--- src/rtl/pong_score_ctrl.sv ---
// pong_score_ctrl: PONG match sequencer.
// Keeps two BCD score registers, arbitrates goal events, paces serves by
// frame ticks and flags the end of the match. All outputs are registered.
module pong_score_ctrl #(
  parameter logic [7:0] WIN_SCORE    = 8'h11,
  parameter int         SERVE_FRAMES = 60
) (
  input  logic       clk,
  input  logic       clr,
  input  logic       frame_tick,
  input  logic       start,
  input  logic       point_l,
  input  logic       point_r,
  output logic [7:0] score_l,
  output logic [7:0] score_r,
  output logic       ball_en,
  output logic       serve_dir,
  output logic       game_over,
  output logic       winner
);

  localparam int CW = (SERVE_FRAMES > 1) ? $clog2(SERVE_FRAMES) : 1;
  localparam logic [CW-1:0] CNT_LAST = CW'(SERVE_FRAMES - 1);

  typedef enum logic [2:0] {S_IDLE, S_SERVE, S_PLAY, S_CHECK, S_OVER} state_t;

  state_t        state_q, state_d;
  logic [7:0]    score_l_q, score_l_d;
  logic [7:0]    score_r_q, score_r_d;
  logic [CW-1:0] cnt_q, cnt_d;
  logic          rr_q, rr_d;
  logic          ball_en_q, ball_en_d;
  logic          serve_dir_q, serve_dir_d;
  logic          game_over_q, game_over_d;
  logic          winner_q, winner_d;

  // Two-digit BCD increment; ones carry into tens, 99 saturates.
  function automatic logic [7:0] bcd_inc(input logic [7:0] v);
    if (v == 8'h99)
      return v;
    else if (v[3:0] == 4'd9)
      return {v[7:4] + 4'd1, 4'h0};
    else
      return {v[7:4], v[3:0] + 4'd1};
  endfunction

  // Point arbitration: a lone pulse wins outright, a collision goes to rr_q
  // (0 = left). gnt_side uses the same 0=left/1=right encoding as winner.
  logic pt_any, pt_both, gnt_side;
  assign pt_any   = point_l | point_r;
  assign pt_both  = point_l & point_r;
  assign gnt_side = pt_both ? rr_q : point_r;

  // In CHECK the side that just scored is recoverable from serve_dir
  // (serve goes toward the player who conceded), so no extra register.
  logic       chk_side;
  logic [7:0] chk_score;
  logic       win_hit;
  assign chk_side  = ~serve_dir_q;
  assign chk_score = chk_side ? score_r_q : score_l_q;
  assign win_hit   = (chk_score == WIN_SCORE);

  // State and datapath registers; clr wins over everything.
  always_ff @(posedge clk) begin
    if (clr) begin
      state_q     <= S_IDLE;
      score_l_q   <= 8'h00;
      score_r_q   <= 8'h00;
      cnt_q       <= '0;
      rr_q        <= 1'b0;
      ball_en_q   <= 1'b0;
      serve_dir_q <= 1'b0;
      game_over_q <= 1'b0;
      winner_q    <= 1'b0;
    end else begin
      state_q     <= state_d;
      score_l_q   <= score_l_d;
      score_r_q   <= score_r_d;
      cnt_q       <= cnt_d;
      rr_q        <= rr_d;
      ball_en_q   <= ball_en_d;
      serve_dir_q <= serve_dir_d;
      game_over_q <= game_over_d;
      winner_q    <= winner_d;
    end
  end

  // Next-state logic for the match sequence.
  always_comb begin
    state_d = state_q;
    case (state_q)
      S_IDLE, S_OVER: if (start) state_d = S_SERVE;
      S_SERVE:        if (frame_tick && cnt_q == CNT_LAST) state_d = S_PLAY;
      S_PLAY:         if (pt_any) state_d = S_CHECK;
      S_CHECK:        state_d = win_hit ? S_OVER : S_SERVE;
      default:        state_d = S_IDLE;
    endcase
  end

  // Next values of scores, counter and registered outputs.
  always_comb begin
    score_l_d   = score_l_q;
    score_r_d   = score_r_q;
    cnt_d       = cnt_q;
    rr_d        = rr_q;
    serve_dir_d = serve_dir_q;
    game_over_d = game_over_q;
    winner_d    = winner_q;
    case (state_q)
      S_IDLE, S_OVER: begin
        if (start) begin
          score_l_d   = 8'h00;
          score_r_d   = 8'h00;
          cnt_d       = '0;
          game_over_d = 1'b0;
          winner_d    = 1'b0;
        end
      end
      S_SERVE: begin
        if (frame_tick)
          cnt_d = (cnt_q == CNT_LAST) ? '0 : cnt_q + CW'(1);
      end
      S_PLAY: begin
        if (pt_any) begin
          if (gnt_side) score_r_d = bcd_inc(score_r_q);
          else          score_l_d = bcd_inc(score_l_q);
          serve_dir_d = ~gnt_side;
          if (pt_both) rr_d = ~gnt_side;
        end
      end
      S_CHECK: begin
        cnt_d = '0;
        if (win_hit) begin
          game_over_d = 1'b1;
          winner_d    = chk_side;
        end
      end
      default: ;
    endcase
    ball_en_d = (state_d == S_PLAY);
  end

  assign score_l   = score_l_q;
  assign score_r   = score_r_q;
  assign ball_en   = ball_en_q;
  assign serve_dir = serve_dir_q;
  assign game_over = game_over_q;
  assign winner    = winner_q;

endmodule
--- config.mk ---
export PLATFORM = sky130hd
export DESIGN_NAME = pong_score_ctrl
export DESIGN_NICKNAME = d
export VERILOG_FILES = /design/src/rtl/pong_score_ctrl.sv
export SDC_FILE = /design/constraint.sdc
export NUM_CORES = 1
export LEC_CHECK = 0
export CAP_MARGIN = 20
export CORE_UTILIZATION = 53
export DETAILED_ROUTE_END_ITERATION = 12
export PLACE_DENSITY = 0.79
export SYNTH_ARGS = -nofsm -noshare
export SYNTH_HDL_FRONTEND = slang
export SYNTH_SLANG_ARGS = --single-unit
--- constraint.sdc ---
create_clock -name clk -period 1.8 [get_ports clk]
set_input_delay 0.18 -clock clk [delete_from_list [all_inputs] [get_ports clk]]
set_output_delay 0.18 -clock clk [all_outputs]
set_load 0.005 [all_outputs]
==> impl.org, run 1 <==
** Finish
- Proportion of layout cells with a drive suffix above 1 :: between 10% and 20%
- The finished cells cover 0.00223 mm2.
- Filler Cells Inserted :: 234
- The top cell types in the final layout, fill and taps aside, are sky130_fd_sc_hd__dfxtp_1 (29), sky130_fd_sc_hd__clkdlybuf4s50_1 (25), sky130_fd_sc_hd__nand2_1 (17), sky130_fd_sc_hd__buf_4 (17).
- Number of antenna cells inserted :: 0
- Final-stage net count :: around 250
- The library cell used most frequently in the layout, excluding fill and tap cells, is sky130_fd_sc_hd__dfxtp_1.
- Compared with the post-synthesis result, the final layout area differs by 30.8%.
- For this run, the share of the core covered by cells in the final layout is 73.0%.

** Worst setup path
- Across all register-to-register paths, the minimum setup slack is between 100 and 150 ps.
- The largest single stage delay on the critical path is 330 ps.
- Critical path capture point type :: flop
- The worst register-to-register path begins at score_l[1].
- The signal on the critical path passes through inv_1 -> ha_2 -> and3b_2 -> a22oi_2 -> o211a_1 -> buf_4 -> a21oi_1 -> a21o_1.
- The critical path starts at score_l[1].
- STA puts the critical path data arrival time at between 1500 and 2000 ps.
- Of all nets on the critical path, the largest fanout is 6.
- STA puts the critical path data required time at a little over 2000 ps.
- STA classifies the critical path startpoint as a flop.
- Slowest cell on crit path :: sky130_fd_sc_hd__dfxtp_2
- The setup path with the least slack is of type reg -> reg.

** Synthesis
- Distinct cells, synth :: 52
- Number of synthesis warnings :: 0
- After synthesis, the largest area contributor takes up between 30% and 40% of total cell area.
- Predominant post-synthesis flop cell :: sky130_fd_sc_hd__dfxtp_1
- Async set-reset flop share out of synthesis :: 0%
- Summed over all instances, the cell type with the most area after synthesis is sky130_fd_sc_hd__dfxtp_1.
- Count of flip-flops with a built-in enable after synthesis :: 0
- Synth Cell Area :: 0.00170 mm2
- Yosys attributes the largest share of cell area to sky130_fd_sc_hd__dfxtp_1 (35%), sky130_fd_sc_hd__ha_1 (6.6%), sky130_fd_sc_hd__nand3_1 (3.8%).
- Synthesis produced a netlist with a net count of roughly 210.
- Average instance area after synthesis :: slightly below 9 um2
- Count of state elements after synthesis :: 30
- Synthesis produced a netlist whose cell count is around 190.
- Proportion of synthesized chip area in sequential cells :: approximately a third

** STA
- Derived from the worst setup path, the maximum achievable clock frequency is slightly below 600 MHz.
- Setup repair after global routing left no endpoint under its margin.
- Worst-case headroom to the max-slew limit :: a little over 70%
- Setup violations remaining at the end of the flow were counted as 0.
- In the final timing run, aggregate negative setup slack is 0 ps.
- The worst path in the final design needs a cycle of 1690 ps, including I/O delays and setup.
- Final hold vios :: 0
- Final hold analysis gives a worst-case slack of roughly 480 ps.
- The clock arrives with between 2 and 3 ps of skew.
- Period utilisation layout :: 94.0%
- Setup slack of the critical path after layout :: ~110 ps
- Worst Max-Slew Pin Slew :: ~400 ps
- Max-slew violation total from the final report :: 0

** Hold path
- Class of the worst hold path :: reg -> reg
- The startpoint identified for the worst hold timing path is winner.

** Outcome
- Outcome :: completed

** Floorplanning
- Die ar. :: 0.00345 mm2
- 26 I/O pins were placed.
- Die extent in x :: about 60 um
- For this configuration, the core starts out at a cell density of a little under three fifths.
- Floorplan core area :: roughly 0.003 mm2
- In this run the vertical extent of the chip is about 60 um.
- The floorplan has 20 rows.

** Drt
- The routed layout has roughly 1600 vias.
- Drt first pass iters :: 4
- Total Wirelength :: 3940 um
- The detailed router finished its first iteration with slightly below 90 violations.
- Final routed wire length divided by cell count :: about 14 um
- Antenna Violating Nets Remaining :: 0
- Vias per cell :: 5.73
- Detailed-route DRC error count :: 0

** CTS
- Counting the buffers created by CTS gives 5.
- In this run the number of H-tree levels came out at 2.
- TritonCTS built the clock tree.
- The number of hold buffers added after CTS was 0.
- CTS saw 30 sinks.
- Post-CTS clock slew at the launch and capture registers of the worst setup and hold paths :: 90 ps
- The longest clock path from root to sink contains 2 buffers.
- Clock latency on the worst-skew pair :: around 330 ps
- The cell sitting at the root of the clock tree is a sky130_fd_sc_hd__clkbuf_4.

** Placed design
- Count of input and output buffers :: 25
- Detailed placement finished with a half-perimeter wire length of ~3000 um.
- After detailed placement, the total cell area comes to 0.00211 mm2.
- Before CTS, the worst setup slack after placement is -22.9 ps.
- At the end of routability-driven placement, the weighted congestion stood at 0.832.

** Global route
- Global-route total usage across every layer :: around 25%
- Maximum number of pins on one net before global-route repair :: 26
- Global-route wire length before repair :: between 6000 and 7000 um
- Via count of the first global-routing pass :: between 1500 and 2000
- The number of antenna violations at the first check in global routing was 0.
- The total overflow left after global routing is 0.

** Power and ir drop
- VDD sags by at most approximately 0.47 mV.
- Leak pwr :: roughly 0.85 nW
- Total power density per cell area :: ~580 mW/mm2

** Run
- Max-Cap Viols :: 0
==> final cells by class <==
class / count / area, um2 / share of cell area [%]
repair buffers: 43 / 398 / 17.9
well taps: 44 / 55.1 / 2.47
flip-flops and latches: 30 / 602 / 27.0
inverters: 8 / 30.0 / 1.35
clock buffers: 8 / 78.8 / 3.54
multi-input cells: 150 / 1060 / 47.8
==> worst max-delay path, delay by kind of cell (launching register included) <==
family                   cells  cell delay, ps
AO/OA/AOI/OAI                4             610
flip-flops                   1             330
AND/OR/NAND/NOR              1             240
buffers and inverters        2             200
adder cells (fa/ha/maj)      1             200
==> cell families (layout without fill, tap and decap cells) <==
logic type                 Yosys count  in the layout  synth area share, %
and+or+nand+nor                     91             91                 31.1
xor gates and xnor gates             6              6                 3.08
adders and majority gates            9              9                 6.61
DFF                                 30             30                 35.2
AOI/OAI and AO/OA                   42             42                 19.2
buffers and inverters               13             59                 3.60
muxes                                2              2                 1.17
==> through the flow <==
stage          total power [mW]  instances
6_report                   1.29        283
5_1_grt                    1.36        283
4_1_cts                    1.30        281
3_5_place_dp              0.805        273
3_3_place_gp              0.801        273
2_1_floorplan             0.750        193
==> cells in the mapped netlist, types with 2 or more instances <==
master                     number
sky130_fd_sc_hd__nor3b_1        4
sky130_fd_sc_hd__and3b_1        3
sky130_fd_sc_hd__nor4_1         3
sky130_fd_sc_hd__nand2b_1       4
sky130_fd_sc_hd__nor4b_1        2
sky130_fd_sc_hd__a211o_1        2
sky130_fd_sc_hd__dfxtp_1       30
sky130_fd_sc_hd__nand3_1       13
sky130_fd_sc_hd__nor2b_1        2
sky130_fd_sc_hd__clkbuf_1       2
sky130_fd_sc_hd__mux2i_1        2
sky130_fd_sc_hd__o31ai_1        5
sky130_fd_sc_hd__or3_1          4
sky130_fd_sc_hd__nand4_1        7
sky130_fd_sc_hd__xnor2_1        4
sky130_fd_sc_hd__a211oi_1       2
sky130_fd_sc_hd__nand3b_1       3
sky130_fd_sc_hd__a21o_1         6
sky130_fd_sc_hd__nand2_1       17
sky130_fd_sc_hd__o21ai_0        5
sky130_fd_sc_hd__a21oi_1        9
sky130_fd_sc_hd__and2_1         2
sky130_fd_sc_hd__xor2_1         2
sky130_fd_sc_hd__nor2_1        12
sky130_fd_sc_hd__nor3_1         6
sky130_fd_sc_hd__inv_1          8
sky130_fd_sc_hd__ha_1           9
==> registers in the layout, indices dropped and copies added, names as in the netlist <==
signal / count
score_l: 8
score_r: 8
cnt_q: 6
state_q: 3
ball_en: 1
game_over: 1
rr_q: 1
serve_dir: 1
winner: 1
==> path summary, 6_finish.rpt <==
path         cells past startpoint          to
max                              8  score_l[3]
min                              2      winner
max reg2reg                      8  score_l[3]
min reg2reg                      2      winner
==> power by group <==
group          internal [mW]  switching, mW  total (mW)
Combinational         0.0561         0.0641       0.120
Clock                  0.267          0.229       0.496
Sequential             0.668        0.00868       0.677
Total                  0.991          0.302        1.29
==> timing repair <==
item | CTS | global route
setup buffers | 0 | 2
setup endpoints to repair | 0 | 10
resized for setup | 0 | 8
==> metal layers <==
metal	GRT usage [%]	wire (um)	part of all wire [%]	up-vias
li1	-	-	-	802
met1	31.6	1750	44	772
met2	42.0	1980	50	43
met3	6.59	177	4.5	5
met4	8.50	35	0.89	0
met5	0	0	0	-
(Power assumes the default switching activity.)
==> run 2, diff against run 1 <==
--- a/config.mk
+++ b/config.mk
@@ -6,9 +6,9 @@
 export NUM_CORES = 1
 export LEC_CHECK = 0
 export CAP_MARGIN = 20
-export CORE_UTILIZATION = 53
+export CORE_UTILIZATION = 57
 export DETAILED_ROUTE_END_ITERATION = 12
-export PLACE_DENSITY = 0.79
+export PLACE_DENSITY = 0.84
 export SYNTH_ARGS = -nofsm -noshare
 export SYNTH_HDL_FRONTEND = slang
 export SYNTH_SLANG_ARGS = --single-unit
==> constraint.sdc (replaced) <==
create_clock -name clk -period 2.05 [get_ports clk]
set_input_delay 0.205 -clock clk [delete_from_list [all_inputs] [get_ports clk]]
set_output_delay 0.205 -clock clk [all_outputs]
set_load 0.005 [all_outputs]
==> run 2 against run 1 <==
The flow now finishes with violations (DRC). Sequential share of layout area is 1.3 points higher. Sequential power fell by 12%. Non-clock buffer count shrank 12. Sequential cell count unchanged. Via count decreased by 3.1%. Maximum frequency fell by 9.8%. Register-to-register slack better by 70 ps. Largest cell class unchanged.
==> impl.org, run 2 (same netlist as run 1, synthesis figures left out) <==
** Power and ir drop
- The power density relative to cell area was 619 mW/mm2 (was 580 mW/mm2).
- The static leakage came to 0.799 nW (was 0.850 nW).
- The largest voltage drop on the vdd net was 0.769 mV (was 0.466 mV).

** Floorplanning
- Die extent in y :: 56.7 um (was 58.7 um)
- Standard-cell rows :: 19 (was 20)
- The die outline area was 0.00321 mm2 (was 0.00345 mm2).
- Initial core utilization :: 60.7% (was 55.8%)
- Floorplan core area :: 0.00281 mm2 (was 0.00305 mm2)
- The chip width came to 56.7 um (was 58.7 um).
- Count of pins on the block boundary :: 26 (unchanged)

** STA
- RSZ-0062 raised after global routing :: no (unchanged)
- Period utilisation layout :: 91.5% (was 94.0%)
- The measured slew at the worst slew-check pin was 525 ps (was 409 ps).
- Fin Setup TNS :: 0 ps (unchanged)
- The timing-limited maximum frequency was 533 MHz (was 591 MHz).
- The worst hold-check slack came to 485 ps (was 482 ps).
- Setup slack of the critical path after layout :: 175 ps (was 109 ps)
- Max-slew violation total from the final report :: 0 (unchanged)
- The number of endpoints failing setup at the final stage was 0 (unchanged).
- Final critical delay including setup and external delays :: 1870 ps (was 1690 ps)
- The count of final hold-check violations came to 0 (unchanged).
- Worst-case headroom to the max-slew limit :: 64.6% (was 72.7%)
- Clock skew after layout :: 13.5 ps (was 2.64 ps)

** CTS
- The post-cts sizing count was 0 (unchanged).
- TritonCTS buffer count :: 5 (unchanged)
- Clock latency on the worst-skew pair :: 340 ps (was 330 ps)
- The root buffer selected by CTS is sky130_fd_sc_hd__clkbuf_4 (unchanged).
- The buffer levels on the longest clock path is 2 (unchanged).
- TritonCTS clock tree :: yes (unchanged)
- # Post-CTS Setup Buffers :: 0 (unchanged)
- Depth of the CTS H-tree :: 2 (unchanged)
- Count of hold buffers inserted by post-cts repair :: 0 (unchanged)
- Post-CTS clock slew at the launch and capture registers of the worst setup and hold paths :: 100 ps (was 90 ps)
- The number of sinks handled by clock tree synthesis is 30 (unchanged).

** Global route
- The maximum number of pins on one net before global-route repair is 13 (was 26).
- The number of antenna violations at the first check in global routing came to 0 (unchanged).
- Global-route wire length before repair :: 6840 um (was 6610 um)
- Via count of the first global-routing pass :: 1485 (was 1532)
- Global-route total usage across every layer :: 28.5% (was 25.2%)
- Overflow left after global routing :: 0 (unchanged)

** Outcome
- The checks that failed: DRC.
- Outcome: finished, violations left (was completed).

** Hold path
- Worst hold stages :: 2 (unchanged)
- The class of the tightest hold or removal check is reg -> reg (unchanged).

** Drt
- The post-route DRC violation count is 2 (was 0).
- The total via count after detailed routing is 1572 (was 1622).
- Final routed wire length divided by cell count :: 15.9 um (was 13.9 um)
- The total detailed-routing wirelength is 4110 um (was 3940 um).
- The first-pass iteration count of the detailed router is 8 (was 4).
- The number of nets with antenna violations after detailed routing was 0 (unchanged).
- Vias per cell :: 6.09 (was 5.73)
- The number of DRC markers after the initial detailed-route iteration was 116 (was 88).

** Worst setup path
- Critical path capture point type :: flop (unchanged)
- The data arrival time of the critical path was 2120 ps (was 1920 ps).
- Launching element type of the critical path :: flop (unchanged)
- Required time of the critical path :: 2300 ps (was 2030 ps)
- The maximum net fanout on the critical path was 8 (was 6).
- The cell depth of the worst flop-to-flop path was 7 (was 8).
- The flop-to-flop setup slack came to 180 ps (was 110 ps).
- Critical path class :: reg -> reg (unchanged)

** Finish
- The number of diodes came to 0 (unchanged).
- Most frequent standard cell in the layout excluding fill and tap cells :: sky130_fd_sc_hd__dfxtp_1 (unchanged)
- Area growth from synthesis to layout :: 24.3% (was 30.8%)
- Most used cells in the layout excluding fill and tap cells: sky130_fd_sc_hd__dfxtp_1 (30), sky130_fd_sc_hd__clkdlybuf4s50_1 (25), sky130_fd_sc_hd__nand2_1 (17) (was sky130_fd_sc_hd__dfxtp_1 (29), sky130_fd_sc_hd__clkdlybuf4s50_1 (25), sky130_fd_sc_hd__nand2_1 (17), sky130_fd_sc_hd__buf_4 (17)).
- Final std cells w/o fill :: 258 (was 283)
- The final-stage net count came to 241 (was 253).
- Util after Layout :: 75.5% (was 73.0%)
- Proportion of layout cells with a drive suffix above 1 :: 12.3% (was 19.7%)
- The final-layout fill cell count was 205 (was 234).

** Placed design
- # placed instances :: 250 (was 273)
- Routability congestion estimate :: 0.875 (was 0.832)
- Pre-CTS setup slack :: 8.33 ps (was -22.9 ps)
- HPWL Detailed :: 2990 um (was 2960 um)
- The count of port buffers added during placement came to 25 (unchanged).

** Run
- The total of max-cap violations was 0 (unchanged).
[run 2: worst paths after layout]
kind | from | endpoint
setup reg to reg | score_l[1] | score_l[2]
setup / recovery | score_l[1] | score_l[2]
hold / removal | game_over | game_over
hold reg to reg | game_over | game_over
[run 2: stage by stage]
stage | cell area (um2) | power, mW
2_1_floorplan | 1700 | 0.659
3_3_place_gp | 2010 | 0.688
3_5_place_dp | 2010 | 0.691
4_1_cts | 2120 | 1.32
5_1_grt | 2120 | 1.36
6_report | 2120 | 1.31
[run 2: final cells by class]
cell class / count / area [um2] / area share, %
clock buffer: 6 / 51.3 / 2.42
clock inverter: 2 / 60.1 / 2.84
inverter: 8 / 30.0 / 1.42
multi-input combinational: 150 / 1040 / 49.2
sequential: 30 / 601 / 28.4
tap: 31 / 38.8 / 1.83
timing repair buffer: 31 / 295 / 13.9
[run 2: where the power goes]
group / internal (mW) / switching [mW] / leakage (nW) / total, mW
Sequential: 0.587 / 0.00788 / 0.242 / 0.595
Combinational: 0.0318 / 0.0523 / 0.499 / 0.0841
Clock: 0.413 / 0.220 / 0.0585 / 0.633
Total: 1.03 / 0.280 / 0.799 / 1.31
[run 2: routing by layer]
metal	vias to the layer above	routed length, um	track usage, %
li1	780	-	-
met4	0	53	10.7
met3	6	146	9.45
met1	749	2030	36.4
met5	-	0	0
met2	37	1880	44.2
[run 2: critical path, cell delays in order (launching register included)]
cell	delay, ps
sky130_fd_sc_hd__dfxtp_1	380
sky130_fd_sc_hd__inv_1	100
sky130_fd_sc_hd__ha_1	210
sky130_fd_sc_hd__and3b_1	230
sky130_fd_sc_hd__a22oi_1	150
sky130_fd_sc_hd__o211a_1	310
sky130_fd_sc_hd__o21ai_0	130
sky130_fd_sc_hd__a31o_2	250
==> edit (config.mk and constraints of run 1) <==
Set the parameter `SERVE_FRAMES` to 90 (it was 60).
--- a/src/rtl/pong_score_ctrl.sv
+++ b/src/rtl/pong_score_ctrl.sv
@@ -3,7 +3,7 @@
 // frame ticks and flags the end of the match. All outputs are registered.
 module pong_score_ctrl #(
   parameter logic [7:0] WIN_SCORE    = 8'h11,
-  parameter int         SERVE_FRAMES = 60
+  parameter int         SERVE_FRAMES = 90
 ) (
   input  logic       clk,
   input  logic       clr,
Function: same outputs for any inputs over 10 cycles, from zero or initial values; that may be too few to reach the edited logic, so the function may still have changed.
==> edit against run 1 <==
  * Via count rose by 2.6%
  * Cell area up 2.6%
  * Die area is 2.0% higher
  * Sequential cell count grew 1
  * Routed wire length up 8.3%
  * Synthesized cell count rose by 4.1%
  * Sequential share of layout area rose by 0.51 points
  * Clock power rose by 19%
  * Worst setup slack worse by 0.033 ns
  * Total power rose by 14%
  * Area after synthesis grew 2.1%
  * Global-route usage rose by 0.94 points
  * Critical path depth decreased by 2
  * Sequential power increased by 5.5%
  * Highest routed layer unchanged
==> edit: results (changes against run 1) <==
{
  "outcome": "complete, no violations",
  "cts_sinks": {"value": 31, "change": "+3.3%"},
  "grt.met1_usage": {"value": 31.0, "unit": "%", "change": "-0.62 points"},
  "fin_skew": {"value": 0.0162, "unit": "ns", "change": "+0.0135 ns"},
  "clk_pin_slew": {"value": 0.11, "unit": "ns", "change": "+0.02 ns"},
  "dp.cells": {"value": 284, "change": "+4.0%"},
  "relSlewSlack": {"value": 59.7, "unit": "%", "change": "-13 points"},
  "regArea": {"value": 629, "unit": "um^2", "change": "+4.6%"},
  "share_of_post_route_cells_with_drive_strength_above_1": {"value": 23.6, "unit": "%", "change": "+3.9 points"},
  "n_fill_cell": {"value": 238, "change": "+1.7%"},
  "fin_total_pwr": {"value": 1.48, "unit": "mW", "change": "+14%"},
  "preCtsSetupSlack": {"value": -0.135, "unit": "ns", "change": "-0.112 ns"},
  "nets": {"value": 265, "change": "+4.7%"},
  "drt_wl_total": {"value": 4.26, "unit": "mm", "change": "+8.3%"},
  "met3_capacity_usage_during_global_routing": {"value": 10.0, "unit": "%", "change": "+3.5 points"},
  "synth.net_count": {"value": 217, "change": "+4.3%"},
  "worstSkewPairLatency": {"value": 0.35, "unit": "ns", "change": "+0.02 ns"},
  "p_sw": {"value": 366, "unit": "uW", "change": "+21%"},
  "wl_met3": {"value": 241, "unit": "um", "change": "+36%"},
  "critPathTopFamily": "simple AND/OR/NAND/NOR gates",
  "n_clock_buffer": {"value": 6, "change": "-2"},
  "grt_use_met2": {"value": 43.8, "unit": "%", "change": "+1.8 points"},
  "critical_path_peak_fanout": {"value": 7, "change": "+1"},
  "final_util": {"value": 74.3, "unit": "%", "change": "+1.3 points"},
  "post-route-min-period": {"value": 1.72, "unit": "ns", "change": "+0.0332 ns"},
  "vias_in_the_first_global_route": {"value": 1520, "change": "-0.78%"},
  "cts.repair.resized": {"value": 1, "change": "+1"},
  "max-vdd-ir-drop": {"value": 339, "unit": "uV", "change": "-27%"},
  "first_iter_violations": {"value": 124, "change": "+41%"},
  "place.detailed.hpwl": {"value": 3.09, "unit": "mm", "change": "+4.4%"},
  "yosys.cell_types.count": {"value": 48, "change": "-7.7%"},
  "power.static_leakage": {"value": 0.849, "unit": "nW", "change": "about the same"},
  "synthTopCellsByCount": "sky130_fd_sc_hd__dfxtp_1, sky130_fd_sc_hd__nor2_1, sky130_fd_sc_hd__a21oi_1, sky130_fd_sc_hd__nand2_1"
}
-- edit: cell count changes after synthesis, sizes merged, moves of 3 or more --
cell / delta
and2: -3
o31ai: -5
a21o: -5
mux2: +3
nor2: +10
xor2: +8
a21oi: +7
xnor2: -3
-- edit: path summary, 6_finish.rpt --
kind | endpoint | slack, ns | cells past startpoint | start
setup / recovery | score_l[6] | 0.08 | 6 | score_l[0]
hold / removal | game_over | 0.47 | 2 | game_over
setup reg to reg | score_l[6] | 0.08 | 6 | score_l[0]
hold reg to reg | game_over | 0.47 | 2 | game_over
-- edit: kinds of logic (layout without fill, tap and decap cells) --
family,count (synthesis),in the layout,share of synthesized area [%]
flip-flops,31,31,35.7
buffers and inverters,16,65,4.60
AND/OR/NAND/NOR,93,93,30.1
AO/OA/AOI/OAI,37,37,15.0
multiplexers,3,3,1.94
XOR/XNOR,11,11,5.54
adder cells (fa/ha/maj),10,10,7.19
